<file path="src/rtl/mem_stage.sv">
// mem_stage: MEM-stage controller; stalls upstream while a load/store is outstanding, drives data-memory handshake, resolves taken branches, registers write-back fields.
//   Ports: clk, rst (async, active-high); EX/MEM inputs (BPC_in, gprDes_in, aluOut_in, gprB_in, zero_in, pcSel_in, memR_in, memW_in, regW_in, memToR_in);
//   stall (comb); branch_taken/flush/branch_target; dm_req/dm_we/dm_addr/dm_wdata/dm_rdata/dm_ack; wb_regW/wb_gprDes/wb_data; err.
//   Optional macro MEMSTG_TIMEOUT_EN: abort a WAIT after TIMEOUT unacknowledged cycles with an err pulse.
module mem_stage #(
  parameter int TIMEOUT = 15,
  parameter int TO_W = 4
) (
  input  logic        clk,
  input  logic        rst,
  input  logic [31:0] BPC_in,
  input  logic [4:0]  gprDes_in,
  input  logic [31:0] aluOut_in,
  input  logic [31:0] gprB_in,
  input  logic        zero_in,
  input  logic        pcSel_in,
  input  logic        memR_in,
  input  logic        memW_in,
  input  logic        regW_in,
  input  logic        memToR_in,
  output logic        stall,
  output logic        branch_taken,
  output logic        flush,
  output logic [31:0] branch_target,
  output logic        dm_req,
  output logic        dm_we,
  output logic [31:0] dm_addr,
  output logic [31:0] dm_wdata,
  input  logic [31:0] dm_rdata,
  input  logic        dm_ack,
  output logic        wb_regW,
  output logic [4:0]  wb_gprDes,
  output logic [31:0] wb_data,
  output logic        err
);
  typedef enum logic {IDLE, WAIT} state_t;
  state_t state, state_nx;
  logic mem_op, expire, br;
  logic l_regW, l_memToR;
  logic [4:0] l_des;
  assign mem_op = memR_in | memW_in;
  assign br = (state == IDLE) & !mem_op & pcSel_in & zero_in;
`ifdef MEMSTG_TIMEOUT_EN
  logic [TO_W-1:0] cnt;
  assign expire = (state == WAIT) & !dm_ack & (cnt == TO_W'(TIMEOUT));
`else
  assign expire = 1'b0;
`endif
  // rst gates stall so upstream is released the instant reset is asserted
  always_comb begin
    state_nx = state;
    stall = 1'b0;
    if (state == IDLE) begin
      state_nx = mem_op ? WAIT : IDLE;
      stall = mem_op & !rst;
    end else begin
      state_nx = (dm_ack | expire) ? IDLE : WAIT;
      stall = !dm_ack & !expire & !rst;
    end
  end
  always_ff @(posedge clk or posedge rst) begin
    if (rst) begin
      state <= IDLE;
      dm_req <= 1'b0;
      dm_we <= 1'b0;
      dm_addr <= '0;
      dm_wdata <= '0;
      wb_regW <= 1'b0;
      wb_gprDes <= '0;
      wb_data <= '0;
      branch_taken <= 1'b0;
      flush <= 1'b0;
      branch_target <= '0;
      err <= 1'b0;
      l_regW <= 1'b0;
      l_memToR <= 1'b0;
      l_des <= '0;
`ifdef MEMSTG_TIMEOUT_EN
      cnt <= '0;
`endif
    end else begin
      state <= state_nx;
      branch_taken <= br;
      flush <= br;
      if (br) branch_target <= BPC_in;
      err <= expire;
      if (state == IDLE) begin
        if (mem_op) begin
          dm_req <= 1'b1;
          dm_we <= memW_in;
          dm_addr <= aluOut_in;
          dm_wdata <= gprB_in;
          l_regW <= regW_in;
          l_memToR <= memToR_in;
          l_des <= gprDes_in;
          wb_regW <= 1'b0;
`ifdef MEMSTG_TIMEOUT_EN
          cnt <= '0;
`endif
        end else begin
          wb_regW <= regW_in;
          wb_gprDes <= gprDes_in;
          wb_data <= aluOut_in;
        end
      end else if (dm_ack) begin
        dm_req <= 1'b0;
        wb_regW <= l_regW;
        wb_gprDes <= l_des;
        wb_data <= l_memToR ? dm_rdata : dm_addr;
      end else begin
        wb_regW <= 1'b0;
        if (expire) dm_req <= 1'b0;
`ifdef MEMSTG_TIMEOUT_EN
        else cnt <= cnt + 1'b1;
`endif
      end
    end
  end
endmodule

</file>
<file path="config.mk">
export PLATFORM = sky130hd
export DESIGN_NAME = mem_stage
export DESIGN_NICKNAME = d
export VERILOG_FILES = /design/src/rtl/mem_stage.sv
export SDC_FILE = /design/constraint.sdc
export NUM_CORES = 1
export LEC_CHECK = 0
export ABC_AREA = 1
export CAP_MARGIN = 30
export CORE_ASPECT_RATIO = 1.5
export CORE_MARGIN = 2
export CORE_UTILIZATION = 35
export CTS_CLUSTER_DIAMETER = 150
export DETAILED_ROUTE_END_ITERATION = 7
export PLACE_DENSITY = 0.69
export REMOVE_ABC_BUFFERS = 1
export SLEW_MARGIN = 20
export SYNTH_ARGS = -nofsm -noshare
export SYNTH_HDL_FRONTEND = slang
export SYNTH_SLANG_ARGS = --single-unit
</file>
<file path="constraint.sdc">
create_clock -name clk -period 6.95 [get_ports clk]
set_input_delay 0.695 -clock clk [delete_from_list [all_inputs] [get_ports clk]]
set_output_delay 0.695 -clock clk [all_outputs]
set_load 0.01 [all_outputs]
</file>
; ---- Yosys cells after proc, flatten, opt, wreduce, memory -nomap -nowiden
; Cells that the tools add are included.
[word_totals]
ff_bits = 145
latch_bits = 0
ram_bits = 0
romBits = 0
in_bits = 142
output_inout_bits = 140
elab_cells = 46
memories = 0
[op_classes]
n_addsub = 0
multipliers = 0
div_mod_pow = 0
n_lt_le_gt_ge = 0
eq_ne = 2
shift = 0
mux = 17
n_bitwise = 7
reduce_logical = 7
[ops]
columns = op, n
row1 = 2-to-1 mux 32 bit, 4
row2 = 2-to-1 mux 5 bit, 3
row3 = 2-to-1 mux 1 bit, 10
row4 = AND reduction 2 bit, 3
row5 = AND 1 bit, 5
row6 = inequality test 2 bit (second input constant), 2
row7 = zero test 1 bit, 3
row8 = nonzero test 2 bit, 1
row9 = inverter 1 bit, 1
row10 = OR 1 bit, 1

; ---- Logic depth before layout (Yosys ltp)
; Gate-level depths: netlist (run 1).
[depth]
depth_word = 5
ltp_mapped = 9
ltp_nobuf = 6

; ---- Worst setup path before layout (run 1)
; No wires, ideal clock.
[synth_path]
path_type = in2out
from = in memW_in
to = out stall
arrival_ns = 1.351
slack_ns = 4.904
path_stages = 6
cell_sequence = nor2_4 > nand2_4 > nand2_2 > buf_6 > buf_4 > nor2_1
[synth_between]
elab_chain_len = 3
[synth_rtl]
columns = item, line_no
row1 = "start, declared", 18  ; input logic memW_in,
row2 = OR 1 bit, 41  ; assign mem_op = memR_in | memW_in;
row3 = AND 1 bit, 55  ; stall = mem_op & !rst;
row4 = 2-to-1 mux 1 bit, 53  ; if (state == IDLE) begin
row5 = "end, declared", 21  ; output logic stall,
; Every way passes these cells.

; ---- Worst setup path after layout (run 1)
; Same ends and word-level chain as after synthesis.

==> impl_metrics.env, run 1 <==
export IMPL_antenna_left=0
export IMPL_total_power_w=0.00303
export IMPL_clockPowerShare=0.301
export IMPL_crit_chain="clkdlybuf4s50_1, nor2_4, nand2_4, nand2_2, nor2_1, clkdlybuf4s50_1"
export IMPL_cts_sinks=145
export IMPL_portBuffers=280
export IMPL_setup_tns_ns=0
export IMPL_finalClockSkew_ns=0.00828
export IMPL_multi_input_area_mm2=0.00230
export IMPL_n_antenna_cell=0
export IMPL_seqPwrFrac=0.378
export IMPL_drtPass1Iterations=5
export IMPL_grt_pass1_wl_mm=30.9
export IMPL_crit_path_max_fanout=39
export IMPL_synthDistinctLibCells=18
export IMPL_drc=0
export IMPL_critPathArrivalTime_ns=2.94
export IMPL_grt_max_degree=79
export IMPL_insertion_delay_ns=0.42
export IMPL_status="finished, final reports clean"
export IMPL_max_cap_violations=0
export IMPL_final_seq_area_mm2=0.00363
export IMPL_post_route_min_period_ns=3.63
export IMPL_worst_pin_slew_ns=0.799
export IMPL_utilization=0.552
export IMPL_synth_top_family_by_area="simple AND/OR/NAND/NOR gates"
export IMPL_synth_adder_area_share=0
export IMPL_cts_buffer_depth=2
export IMPL_critPathRequiredTime_ns=6.25
export IMPL_vias=6091
export IMPL_core_mm2=0.0180
export IMPL_drt_iter0_drc=320
export IMPL_yosysWarningCount=0
export IMPL_crit_top_cell="clkdlybuf4s50_1"
export IMPL_cts_htree_levels=4
export IMPL_synth_seq_cells=145
export IMPL_areaGrowthSynthToFinish_pct=53.7
export IMPL_grt_pass1_vias=6012
export IMPL_rsz0062_at_grt="false"
export IMPL_syn_inst=836
export IMPL_max_freq_mhz=275
export IMPL_overflow=0
export IMPL_hold_viol=0
export IMPL_wirelength_mm=19.7
export IMPL_cts_made_buffers=17
export IMPL_num_rows=60
export IMPL_start_util=0.359
export IMPL_cts_root_buf="clkbuf_16"
export IMPL_synth_top_area_frac=0.561
export IMPL_p_sw_frac=0.314
export IMPL_stdcell_count=1324
export IMPL_drive_gt1_frac=0.0434
export IMPL_cts_resized_gates=0
export IMPL_grt_antenna_before_repair=1
export IMPL_combinationalPowerShare=0.321
export IMPL_viasPerCell=4.60
export IMPL_fp_dieW_um=115
export IMPL_grt_total_usage=0.202
export IMPL_leakage_nw=4.97
export IMPL_hold_buffers=0
export IMPL_yosys_area_share_xor_xnor=0
export IMPL_critPathKind="in -> out"
export IMPL_yosys_area_share_simple=0.295
export IMPL_cts_setup_buffers=0
export IMPL_hp_class="reg -> reg"
export IMPL_setup_viol=0
export IMPL_syn_avg_cell_area_um2=7.74
export IMPL_cp_start_kind="input port"
export IMPL_maxSlewHeadroom=0.466
export IMPL_fill_cells=1666
export IMPL_yosysTopAreaCell="dfrtp_1"
export IMPL_ir_drop_uv=164
export IMPL_synth_area_mux_share=0
export IMPL_clkTransAtPathRegs_ns=0.06
export IMPL_finalMaxSlewViolations=0
export IMPL_cts_tree="yes"
export IMPL_die_area_mm2=0.0196
export IMPL_p_switching_w=0.000949
export IMPL_dp_hpwl_mm=13.5
export IMPL_yosysSeqAreaShare=0.561
export IMPL_synth_top_cells_by_area="dfrtp_1 (56%), nand2_1 (26%), o21ai_0 (5.8%)"
export IMPL_pin_count=282
export IMPL_fin_crit_sh=0.523
export IMPL_slowest_delay_ns=0.56
export IMPL_dieHeight_um=171
export IMPL_finish_net_count=1236
export IMPL_p_int_w=0.00208
export IMPL_cp_end_kind="output port"
export IMPL_synth_compound_area_frac=0.0595
export IMPL_placed_cells=1290
export IMPL_place_gp_congestion=0.800
export IMPL_p_per_area_mw_per_mm2=304
export IMPL_crit_path_top_delay_cell="clkdlybuf4s50_1"
export IMPL_synth_area_mm2=0.00647
export IMPL_routedWlPerCell_um=14.8
layout make-up:
cell class | count | area share
clock inverter | 14 | 0.0156
sequential | 145 | 0.365
tap | 217 | 0.0273
timing repair buffer | 287 | 0.289
clock buffer | 18 | 0.0431
inverter | 76 | 0.0294
multi-input combinational | 567 | 0.231
metal layers:
metal / vias to the layer above / global-route usage / wire length [µm]
li1: 3036 / - / -
met1: 2797 / 0.221 / 7400
met2: 224 / 0.350 / 10000
met3: 32 / 0.0797 / 1740
met4: 2 / 0.0781 / 501
met5: - / 0 / 12
per-stage QoR:
stage,instance area (µm²),hold slack [ns],worst slack (ns)
floorplan,6210,0.453,2.36
global placement,9330,0.453,3.23
detailed placement,9330,0.457,3.23
CTS,9920,0.473,3.22
global route,9950,0.482,3.08
finish,9950,0.469,3.32
cell families after synthesis:
kind of cell	Yosys count
buffers and inverters	124
and+or+nand+nor	489
other	1
AOI/OAI and AO/OA	77
DFF	145
power groups by stage:
stage	Clock (W)	Combinational, W	Sequential (W)
floorplan	0	0.000289	0.00125
global placement	0	0.000973	0.00115
detailed placement	0	0.000984	0.00116
CTS	0.000935	0.000987	0.00115
global route	0.000973	0.00107	0.00117
finish	0.000910	0.000973	0.00114
cells in the final DEF, fill, tap and decap left out, drive strengths merged:
master,Yosys,final
dfrtp,145,145
inv,76,81
clkbuf,18,18
nor2,6,6
clkdlybuf4s50,0,280
buf,30,7
clkinvlp,0,4
nand3,32,32
bufinv,0,2
clkinv,0,3
conb,1,1
o21ai,77,77
nand2,451,451
critical path: cells and delay by family:
kind | cells | cell delay, ns
and+or+nand+nor | 4 | 1.13
buffers and inverters | 2 | 1.08
state kept, by name, summed over array words and instances, names as in the netlist:
register / count
branch_target: 32
dm_addr: 32
dm_req: 1
dm_wdata: 32
dm_we: 1
flush: 1
l_des: 5
l_memToR: 1
l_regW: 1
state: 1
wb_data: 32
wb_gprDes: 5
wb_regW: 1
synth_stat cells:
library cell / instances
buf_1: 1
buf_2: 18
buf_4: 7
buf_6: 4
clkbuf_1: 18
conb_1: 1
dfrtp_1: 145
inv_1: 73
inv_2: 2
inv_4: 1
nand2_1: 449
nand2_2: 1
nand2_4: 1
nand3_1: 32
nor2_1: 3
nor2_4: 3
o21ai_0: 75
o21ai_1: 2
final timing paths:
kind / start / to / slack, ns / cells past startpoint
worst max-delay path: memW_in / stall / 3.32 / 6
worst min-delay path: dm_wdata[18] / dm_wdata[18] / 0.47 / 2
worst max register to register: state / wb_data[2] / 4.31 / 6
worst min register to register: dm_wdata[18] / dm_wdata[18] / 0.47 / 2
max in group asynchronous: rst / state / 4.94 / 4
min in group asynchronous: rst / dm_wdata[2] / 0.79 / 2
Note: power is estimated with default switching activity, not from simulation.
==> run 2, diff against run 1 <==
==> constraint.sdc (replaced) <==
create_clock -name clk -period 3.5 [get_ports clk]
set_input_delay 0.35 -clock clk [delete_from_list [all_inputs] [get_ports clk]]
set_output_delay 0.35 -clock clk [all_outputs]
set_load 0.01 [all_outputs]
==> run 2 against run 1 <==
Effect of this change: total power grew 100%; sequential cell count is the same; non-clock buffer count grew 3; combinational power grew 98%; largest power group unchanged; die area is the same; via count grew 0.66%; sequential share of layout area shrank 0.23 points; worst hold slack lost 0.034 ns; highest routed layer is now met4; global-route usage grew 0.060 points; largest cell class unchanged; clock-buffer cell count grew 1.
==> impl_metrics.env, run 2 (same netlist as run 1, synthesis figures left out) <==
export IMPL_grt_max_degree=100
export IMPL_ir_drop_uv=286
export IMPL_place_gp_congestion=0.821
export IMPL_antenna_left=0
export IMPL_cts_resized_gates=0
export IMPL_finalMaxSlewViolations=0
export IMPL_leakage_nw=5.01
export IMPL_drt_iter0_drc=299
export IMPL_rsz0062_at_grt="false"
export IMPL_rrSetupSlack_ns=1.11
export IMPL_cts_tree="yes"
export IMPL_max_cap_violations=0
export IMPL_finalClockSkew_ns=0.0123
export IMPL_core_mm2=0.0180
export IMPL_finish_net_count=1239
export IMPL_p_switching_w=0.00194
export IMPL_hold_buffers=0
export IMPL_clockPowerShare=0.313
export IMPL_cp_start_kind="flop"
export IMPL_stdcell_count=1328
export IMPL_routedWlPerCell_um=14.9
export IMPL_pin_count=282
export IMPL_hp_class="in -> async"
export IMPL_dieHeight_um=171
export IMPL_setup_viol=0
export IMPL_cts_root_buf="clkbuf_16"
export IMPL_post_route_min_period_ns=2.97
export IMPL_seqPwrFrac=0.373
export IMPL_combinationalPowerShare=0.315
export IMPL_critPathArrivalTime_ns=2.62
export IMPL_critPathKind="reg -> out"
export IMPL_crit_path_max_fanout=34
export IMPL_drtPass1Iterations=4
export IMPL_overflow=0
export IMPL_num_rows=60
export IMPL_dp_hpwl_mm=13.6
export IMPL_placed_cells=1294
export IMPL_final_common_cell="nand2_1"
export IMPL_cts_setup_buffers=0
export IMPL_p_sw_frac=0.316
export IMPL_crit_chain="inv_4, nand2_4, nand2_2, nor2_1, clkdlybuf4s50_1"
export IMPL_cp_end_kind="output port"
export IMPL_fin_crit_sh=0.848
export IMPL_crit_path_top_delay_cell="dfrtp_2"
export IMPL_total_power_w=0.00612
export IMPL_drc=0
export IMPL_insertion_delay_ns=0.41
export IMPL_mostFrequentLayoutCells="nand2_1 (449), clkdlybuf4s50_1 (280), dfrtp_1 (144), o21ai_0 (75), inv_1 (72)"
export IMPL_hold_viol=0
export IMPL_status="finished, final reports clean"
export IMPL_cts_made_buffers=17
export IMPL_die_area_mm2=0.0196
export IMPL_areaGrowthSynthToFinish_pct=54.7
export IMPL_clkTransAtPathRegs_ns=0.07
export IMPL_cts_buffer_depth=2
export IMPL_wirelength_mm=19.8
export IMPL_slowest_delay_ns=0.68
export IMPL_grt_pass1_vias=6217
export IMPL_viasPerCell=4.62
export IMPL_portBuffers=280
export IMPL_grt_total_usage=0.203
export IMPL_max_freq_mhz=337
export IMPL_start_util=0.359
export IMPL_grt_antenna_before_repair=1
export IMPL_critPathRequiredTime_ns=3.15
export IMPL_fp_dieW_um=115
export IMPL_vias=6131
export IMPL_p_int_w=0.00419
export IMPL_cts_sinks=145
export IMPL_worst_pin_slew_ns=0.802
export IMPL_maxSlewHeadroom=0.465
export IMPL_p_per_area_mw_per_mm2=611
export IMPL_drive_gt1_frac=0.0468
export IMPL_grt_pass1_wl_mm=31.1
export IMPL_cts_htree_levels=4
[run 2: layout make-up]
class | instances | area, µm²
Multi-Input combinational cell | 567 | 2300
Antenna cell | 1 | 2.50
Tap cell | 217 | 272
Sequential cell | 145 | 3630
Inverter | 76 | 293
Fill cell | 1688 | 8000
Clock buffer | 19 | 453
Clock inverter | 13 | 165
Timing Repair Buffer | 290 | 2900
[run 2: power by group through the flow]
stage,sequential [W],combinational [W],clock (W)
after global routing,0.00233,0.00213,0.00203
after floorplan,0.00249,0.000574,0
final,0.00228,0.00193,0.00191
after CTS,0.00228,0.00196,0.00196
after global placement,0.00230,0.00193,0
after detailed placement,0.00230,0.00196,0
[run 2: final timing paths]
check,from,to,depth (start not counted)
max reg2reg,state,wb_data[14],6
max in group asynchronous,rst,dm_wdata[11],3
max,state,stall,5
min in group clk,BPC_in[14],branch_target[14],3
min reg2reg,dm_wdata[31],dm_wdata[31],2
min,rst,dm_addr[28],2
[run 2: worst max-delay path, delay by kind of cell, from the launching register on]
kind | cells | cell delay [ns]
buffers and inverters | 2 | 0.85
and+or+nand+nor | 3 | 0.68
DFF | 1 | 0.68
[run 2: metrics by stage]
step | hold slack [ns] | util | TNS, ns | area (µm²) | setup slack, ns
floorplan | 0.453 | - | -107.97 | 6210 | -0.745
global placement | 0.453 | 0.520 | 0 | 9370 | 0.942
detailed placement | 0.457 | 0.520 | 0 | 9370 | 0.893
finish | 0.435 | 0.556 | 0 | 10000 | 0.534
global route | 0.447 | 0.556 | 0 | 10000 | 0.320
CTS | 0.450 | 0.555 | 0 | 9990 | 0.454
[run 2: routing by layer]
metal	track usage	vias up	part of all wire
met5	0	-	0
met4	0.0786	0	0.025
met3	0.0670	29	0.078
met2	0.361	220	0.51
met1	0.221	2837	0.39
li1	-	3045	-
